**src/rtl/gray_counter.sv**
```systemverilog
// Up/down counter held in binary and presented as registered Gray code on g.
// Optional adjacency checker is built when GRAY_CNT_CHECK_EN is defined.
module gray_counter #(
    parameter int WIDTH   = 4,
    parameter int WRAP    = 1,
    parameter int RST_VAL = 0
) (
    input  logic             clk,
    input  logic             rst,
    input  logic             en,
    input  logic             up,
    input  logic             load,
    input  logic [WIDTH-1:0] load_bin,
    output logic [WIDTH-1:0] g,
    output logic [WIDTH-1:0] bcnt,
    output logic             tc,
    output logic             wrap,
    output logic             chk_err
);

    localparam logic [WIDTH-1:0] MAX_B = '1;
    localparam logic [WIDTH-1:0] RST_B = WIDTH'(RST_VAL);
    localparam logic [WIDTH-1:0] RST_G = RST_B ^ (RST_B >> 1);

    logic [WIDTH-1:0] bcnt_q, bcnt_d;
    logic [WIDTH-1:0] g_q, g_d;
    logic             wrap_q, wrap_d;

    assign tc = up ? (bcnt_q == MAX_B) : (bcnt_q == '0);

    always_comb begin
        bcnt_d = bcnt_q;
        wrap_d = 1'b0;
        if (load) begin
            bcnt_d = load_bin;
        end else if (en) begin
            if (tc) begin
                // Terminal step either wraps to the opposite end or holds.
                if (WRAP != 0) begin
                    bcnt_d = up ? '0 : MAX_B;
                    wrap_d = 1'b1;
                end
            end else begin
                bcnt_d = up ? bcnt_q + WIDTH'(1) : bcnt_q - WIDTH'(1);
            end
        end
        g_d = bcnt_d ^ (bcnt_d >> 1);
    end

    always_ff @(posedge clk or posedge rst) begin
        if (rst) begin
            bcnt_q <= RST_B;
            g_q    <= RST_G;
            wrap_q <= 1'b0;
        end else begin
            bcnt_q <= bcnt_d;
            g_q    <= g_d;
            wrap_q <= wrap_d;
        end
    end

    assign g    = g_q;
    assign bcnt = bcnt_q;
    assign wrap = wrap_q;

`ifdef GRAY_CNT_CHECK_EN
    logic [WIDTH-1:0] gprev_q;
    logic [WIDTH-1:0] gdiff;
    logic             chk_vld_q;
    logic             chk_err_q;
    logic             jump_bad;

    // gprev_q/g_q bracket the previous edge; chk_vld_q says that edge was a plain step.
    assign gdiff    = g_q ^ gprev_q;
    assign jump_bad = chk_vld_q && (gdiff != '0) && ($countones(gdiff) != 1);

    always_ff @(posedge clk or posedge rst) begin
        if (rst) begin
            gprev_q   <= RST_G;
            chk_vld_q <= 1'b0;
            chk_err_q <= 1'b0;
        end else begin
            gprev_q   <= g_q;
            chk_vld_q <= !load;
            if (jump_bad) chk_err_q <= 1'b1;
        end
    end

    assign chk_err = chk_err_q;
`else
    assign chk_err = 1'b0;
`endif

endmodule
```
**config.mk**
```make
export PLATFORM = sky130hd
export DESIGN_NAME = gray_counter
export DESIGN_NICKNAME = d
export VERILOG_FILES = /design/src/rtl/gray_counter.sv
export SDC_FILE = /design/constraint.sdc
export NUM_CORES = 1
export LEC_CHECK = 0
export CELL_PAD_IN_SITES_DETAIL_PLACEMENT = 0
export CELL_PAD_IN_SITES_GLOBAL_PLACEMENT = 1
export CORE_MARGIN = 8
export CORE_UTILIZATION = 27
export CTS_CLUSTER_DIAMETER = 200
export DETAILED_ROUTE_END_ITERATION = 6
export PLACE_DENSITY_LB_ADDON = 0.1
export SKIP_CTS_REPAIR_TIMING = 1
export SYNTH_ARGS = -nofsm -noshare
export SYNTH_HDL_FRONTEND = slang
export SYNTH_SLANG_ARGS = --single-unit
```
**constraint.sdc**
```tcl
create_clock -name clk -period 1.5 [get_ports clk]
set_input_delay 0.15 -clock clk [delete_from_list [all_inputs] [get_ports clk]]
set_output_delay 0.15 -clock clk [all_outputs]
set_load 0.005 [all_outputs]
```
# Word level (Yosys, flattened, before mapping)
# Index checks and enable logic that the tools add are counted.
# totals
regBits	9
latchBits	0
mem_bits_rw	0
mem_bits_ro	0
in_bits	9
output_inout_bits	11
mem_count	0
# classes
addsub	2
mul	0
div_mod_pow	0
n_lt_le_gt_ge	0
n_eq_ne	1
shift	0
muxes	9
n_bitwise	1
n_reduce_logical	1
# ops
op	n
$mux 4	5
$add 4x1->4 const B	1
$eq 4x4->1 const B	1
$logic_not 4->1	1
$mux 1	4
$sub 4x1->4 const B	1
$xor 4x3->4	1

# Logic depth before layout (Yosys ltp)
# Gate-level depths: netlist of run 1.
# logic_depth
word_depth	6
mapped_depth	7

# Least setup slack after synthesis of run 1
# Ideal clock, no wire load.
# synth_timing
kind	register -> register
start	reg bcnt_q[0], in the netlist bcnt[0]
end	reg g_q[1], in the netlist g[1]
arrival_ns	1.485
required_time_ns	1.368
setup_slack_ns	-0.117
stages_incl_launch_ff	7
n_path_buf	0
path_cell_list	dfrtp_1 inv_1 fa_1 xor2_1 a21oi_1 o22ai_1 xnor2_1
# synth_via
elab_chain_len	6
# synth_lines
item	line	source
start: declaration	25	logic [WIDTH-1:0] bcnt_q, bcnt_d;
start signal: assignment	56	bcnt_q <= bcnt_d;
$sub 4x1->4 (tied with other cells)	44	bcnt_d = up ? bcnt_q + WIDTH'(1) : bcnt_q - WIDTH'(1);
$mux 4 or $mux 1 (tied branches)	44, 29	
$mux 4 (*)	37	if (tc) begin
$mux 4 (*)	36	end else if (en) begin
$mux 4 (*)	34	if (load) begin
$xor 4x3->4 (*)	47	g_d = bcnt_d ^ (bcnt_d >> 1);
net g_d[1]	26	logic [WIDTH-1:0] g_q, g_d;
end signal: assignment	57	g_q <= g_d;
end: declaration	26	
# Mark *: on every way through the listed nets, which the timed path passes. The rest lies on a longest branch.

# Worst setup path after layout of run 1
# layout_timing
start	reg bcnt_q[0], in the netlist bcnt[0]
end	reg g_q[0], in the netlist g[0]
# layout_via
elab_chain_len	6
# layout_lines
item	line
$sub 4x1->4 (tied with other cells)	44
$mux 4 or $mux 1 (tied branches)	44, 29
$mux 4 (*)	37
$mux 4 (*)	36
$mux 4 (*)	34
net bcnt_d[1]	25
$xor 4x3->4 (*)	47
net g_d[0]	26
# Marks and branches as above.

==> results of run 1 <==
## routing by layer
| layer | wire length (µm) | vias to the layer above |
|---|---|---|
| li1 | - | 240 |
| met1 | 616 | 216 |
| met2 | 647 | 20 |
| met3 | 115 | 0 |
| met4 | 0 | 0 |
| met5 | 0 | - |
## kinds of logic after synthesis
logic type               Yosys count  synth area share [%]
other                              1                 0.744
flip-flops                         8                  39.7
AO/OA/AOI/OAI                     13                  20.3
adder cells (fa/ha/maj)            3                  8.93
XOR/XNOR                           7                  12.2
AND/OR/NAND/NOR                    9                  9.93
buffers and inverters              9                  8.19
## power groups by stage
stage          registers [mW]  clock network (mW)  logic, mW
3_5_place_dp            0.296                   0      0.364
6_report                0.290               0.180      0.408
2_1_floorplan           0.299                   0      0.160
4_1_cts                 0.292               0.184      0.367
3_3_place_gp            0.298                   0      0.362
5_1_grt                 0.296               0.198      0.450
## path summary, 6_finish.rpt
path / to / depth (start not counted) / slack (ns) / startpoint
setup / recovery: g[0] / 6 / -0.17 / bcnt[0]
hold / removal: g[1] / 2 / 0.12 / rst
setup reg to reg: g[0] / 6 / -0.17 / bcnt[0]
hold reg to reg: wrap / 4 / 0.80 / bcnt[3]
max in group asynchronous: bcnt[2] / 2 / 1.12 / rst
min in group clk: wrap / 5 / 0.54 / up
## layout make-up
cell class / count / share of cell area, %
clock buffers: 4 / 2.91
inverters: 7 / 3.19
multi-input cells: 33 / 31.7
flip-flops and latches: 8 / 22.6
well taps: 25 / 3.46
repair buffers: 37 / 36.1
## sequential cells by signal (all words and copies together) (netlist names)
name,flops
bcnt,4
wrap,1
g,3
## layout by cell type (no fill, tap or decap), types with 2 or more instances in the layout
cell	count
buf_4	18
clkdlybuf4s50_1	15
inv_1	5
xnor2_1	5
dfrtp_1	5
nand2_1	4
dfrtp_2	3
clkbuf_4	3
nand3_1	2
o21ai_0	2
a21oi_2	2
a21o_1	2
a21oi_1	2
ha_1	2
dlymetal6s2s_1	2
## per-stage QoR
stage | setup WS (ns) | power, mW | instances | hold WS (ns)
global route | -0.219 | 0.945 | 114 | 0.160
finish | -0.173 | 0.879 | 114 | 0.122
global placement | -0.367 | 0.660 | 104 | 0.404
floorplan | -0.0117 | 0.459 | 50 | -0.0344
CTS | -0.381 | 0.843 | 108 | 0.133
detailed placement | -0.378 | 0.660 | 104 | 0.408
==> flow_summary.toml, run 1 <==
[grt]
grtUsageMet1_pct = 9.41
grt_util_met2_pct = 12.6
grt_max_degree = 9
grt_pass1_wl_mm = 2.15
grt_pass1_vias = 450
grt_usage_pct = 8.11
top_usage_layer = "met2"
grt_antenna_before_repair = 0
grt_use_met3_pct = 4.34
overflow = 0

[timing]
finalHoldViolations = 0
max_freq_mhz = 598
rsz0062_at_grt = "true"
slew_violations = 0
setup_viol = 5
finalSetupTns_ns = -0.477
fin_skew_ns = 0.0110
fin_crit_sh_pct = 112
setup_slack_ns = -0.173
post-route-min-period_ns = 1.67

[layout]
nets = 102
regArea_um2 = 204
fillCellCount = 173
diodes = 0
syn_to_final_growth_pct = 79.2
drive_gt1_share_pct = 41.6
multiInputGateArea_um2 = 287
post-route-util_pct = 51.8
fin_area_um2 = 903

[routing]
first_pass_iters = 4
wl_mm = 1.38
drtAntennaViolNets = 0
via_per_inst = 4.18
wl_per_cell_um = 12.1
drc_errors = 0
drt-initial-drc-count = 8
via_count = 476

[synthesis]
yosysUniqueCellTypes = 21
async_reset_ff_share_pct = 100
yosys-top-cells-area = "dfrtp_1 (40%), xnor2_1 (8.7%), a2bb2oi_4 (5.2%)"
synth_common_cells = "dfrtp_1 (8), inv_1 (7), xnor2_1 (5), a21oi_1 (4), nand2_1 (4)"
synth.most_common_cell = "dfrtp_1"
ys_seq_area_share_pct = 39.7
synth_area_leader_cell = "dfrtp_1"
postSynthCellCount = 50
synth_area_um2 = 504
yosysWarnings = 0
yosysTopAreaCellShare_pct = 39.7
synth_fp_nets = 62
synth_edf_count = 0
yosys_most_used_dff = "dfrtp_1"
avgSynthCellArea_um2 = 10.1
synth_seq_cells = 8

[worst_setup_path]
crit_path_cell_trace = "buf_4, inv_2, fa_2, a21o_1, a2bb2oi_4, xor2_1"
startpoint_type = "register"
crit_buf_inv = 2
critPathCaptureType = "register"
required_ns = 1.67
cpLargestDelayFamily = "flip-flops"
path_class = "register to register"
cpMaxStageDelayCell = "dfrtp_2"
cp_max_fo = 5
max_stage_delay_ns = 0.44
crit_arrival_ns = 1.85

[clocking]
path_clk_slew_ns = 0.06
h-tree-depth = 1
cts_buffer_depth = 2
cts-root-buf = "clkbuf_4"
cts.sinks = 8
tritoncts = "done"
cts_buffers = 3
clkLatencyLatePin_ns = 0.26

[power]
share_seq_of_total_power_pct = 33.0
p_per_area_mw_per_mm2 = 973
p_leak_nw = 0.433
vdd_ir_drop_max_mv = 0.771
intPower_mw = 0.618
switching_share_pct = 29.7
power.net_switching_mw = 0.261
combPwrFrac_pct = 46.5
pwr-share-clk_pct = 20.5

[hold_path]
min_path_type = "input port to async pin"

[floorplanning]
core_mm2 = 0.00175
rows = 15
die_h_um = 59.2
fp.dieArea_mm2 = 0.00351
die_w_um = 59.2
ioPinCount = 20
start_util_pct = 28.9

[placement]
placed_area_um2 = 812
portBuffers = 18
gp_congestion = 0.736
dpl.hpwl_mm = 1.11

[outcome]
status = "finished, violations left"
failed_checks = "setup timing"

[job]
cap_violations = 0
(Power assumes the default switching activity.)
==> run 2, diff against run 1 <==
- CORE_UTILIZATION: 27 -> 30
- SLEW_MARGIN: default -> 0
- clock period: 1.5 -> 1.9 ns (I/O delays scaled with it)
==> flow_summary.toml, run 2 (synthesis gave the netlist of run 1 again) <==
[worst_setup_path]
startpoint_type = "input port"
reg2reg_depth = 7
path_common_cell = "buf_4"
cpMaxStageDelayCell = "fa_1"
r2r-start = "bcnt[0]"
setup.worst_path.start = "up"
r2r_end = "g[1]"
crit_path_cell_trace = "clkdlybuf4s50_1, buf_4, fa_1, xor2_1, a21oi_1, o22ai_1, buf_4, xnor2_1"
critPathCaptureType = "register"
path_class = "input port to register"
max_stage_delay_ns = 0.43
required_ns = 2.03
crit_arrival_ns = 1.89
reg2reg_slack_ns = 0.20
cp_max_fo = 3

[routing]
drc_errors = 0
first_pass_iters = 4
via_count = 422
wl_per_cell_um = 13.1
drt-initial-drc-count = 3
wl_mm = 1.18
via_per_inst = 4.69
drtAntennaViolNets = 0

[floorplanning]
die_w_um = 57.0
core_mm2 = 0.00165
rows = 15
ioPinCount = 20
start_util_pct = 30.5
fp.dieArea_mm2 = 0.00325
die_h_um = 57.0

[grt]
grt_pass1_vias = 434
overflow = 0
grt_usage_pct = 8.07
grt_max_degree = 9
grt_antenna_before_repair = 0
grt_pass1_wl_mm = 2.06

[clocking]
tritoncts = "done"
cts-root-buf = "clkbuf_4"
clkLatencyLatePin_ns = 0.25
cts.sinks = 8
path_clk_slew_ns = 0.05
cts_buffer_depth = 2
cts_buffers = 3
h-tree-depth = 1

[timing]
max_freq_mhz = 566
finalSetupTns_ns = 0
setup_viol = 0
slew_violations = 0
rsz0062_at_grt = "false"
finalHoldViolations = 0
fin_skew_ns = 0.00756
setup_slack_ns = 0.133
post-route-min-period_ns = 1.77
fin_crit_sh_pct = 93.0

[power]
pwr-share-clk_pct = 20.2
share_seq_of_total_power_pct = 39.2
p_leak_nw = 0.358
power.net_switching_mw = 0.172
switching_share_pct = 28.7
intPower_mw = 0.428
combPwrFrac_pct = 40.5
p_per_area_mw_per_mm2 = 802
vdd_ir_drop_max_mv = 0.731

[job]
cap_violations = 0

[layout]
mostFrequentLayoutCell = "clkdlybuf4s50_1"
drive_gt1_share_pct = 17.8
layout.cells.non_filler = 90
nets = 87
syn_to_final_growth_pct = 48.4
final_cell_mix = "clkdlybuf4s50_1 (17), inv_1 (7), dfrtp_1 (6)"
largest_reg_flops = 4
post-route-util_pct = 45.3
diodes = 0

[hold_path]
min_path_type = "input port to async pin"

[outcome]
status = "finished, final reports clean"

[placement]
dp_slack_ns = -0.111
dpl.hpwl_um = 962
dp.cells = 87
gp_congestion = 0.739
portBuffers = 18
-- run 2: changes by cell type in the layout (fill, tap and decap cells not counted), moves of 2 or more --
| cell | previous run | this run |
|---|---|---|
| buf_4 | 18 | 4 |
| a21oi_1 | 2 | 4 |
| a21oi_2 | 2 | 0 |
| clkdlybuf4s50_1 | 15 | 17 |
| inv_1 | 5 | 7 |
-- run 2: stage by stage --
step           cell area [µm²]  hold WS, ns  total power, mW
2_1_floorplan              504      0.00566            0.354
3_3_place_gp               721        0.444            0.485
3_5_place_dp               721        0.445            0.484
4_1_cts                    743        0.172            0.612
5_1_grt                    748        0.195            0.644
6_report                   748        0.184            0.600
-- run 2: critical path: cells and delay by family --
| kind | cells | cell delay (ns) |
|---|---|---|
| buf+inv | 3 | 0.73 |
| fa+ha+maj | 1 | 0.43 |
| xor+xnor | 2 | 0.29 |
| compound gates | 2 | 0.26 |
-- run 2: power by group through the flow --
| stage | Sequential, mW | Combinational, mW | Clock, mW |
|---|---|---|---|
| after floorplan | 0.235 | 0.119 | 0 |
| after global placement | 0.237 | 0.247 | 0 |
| after detailed placement | 0.238 | 0.246 | 0 |
| after CTS | 0.235 | 0.249 | 0.129 |
| after global routing | 0.243 | 0.268 | 0.133 |
| final | 0.235 | 0.243 | 0.121 |
-- run 2: per-layer routing --
layer	global-route usage, %	wire length [µm]	part of all wire (%)	vias up
li1	-	-	-	209
met1	8.87	499	42	200
met2	11.9	569	48	13
met3	4.88	107	9.1	0
met4	4.03	0	0	0
met5	0	0	0	-
-- run 2: how the worst max path moves through the flow --
stage / end
2_1_floorplan: g[1]
3_3_place_gp: g[1]
3_5_place_dp: g[1]
4_1_cts: tc
5_1_grt: g[1]
6_report: g[1]
-- run 2: final cells by class --
class	instances	area, µm²
flip-flops and latches	8	203
inverters	7	26.3
multi-input cells	33	263
clock buffers	3	22.5
repair buffers	22	213
fillers	163	903
well taps	17	21.3
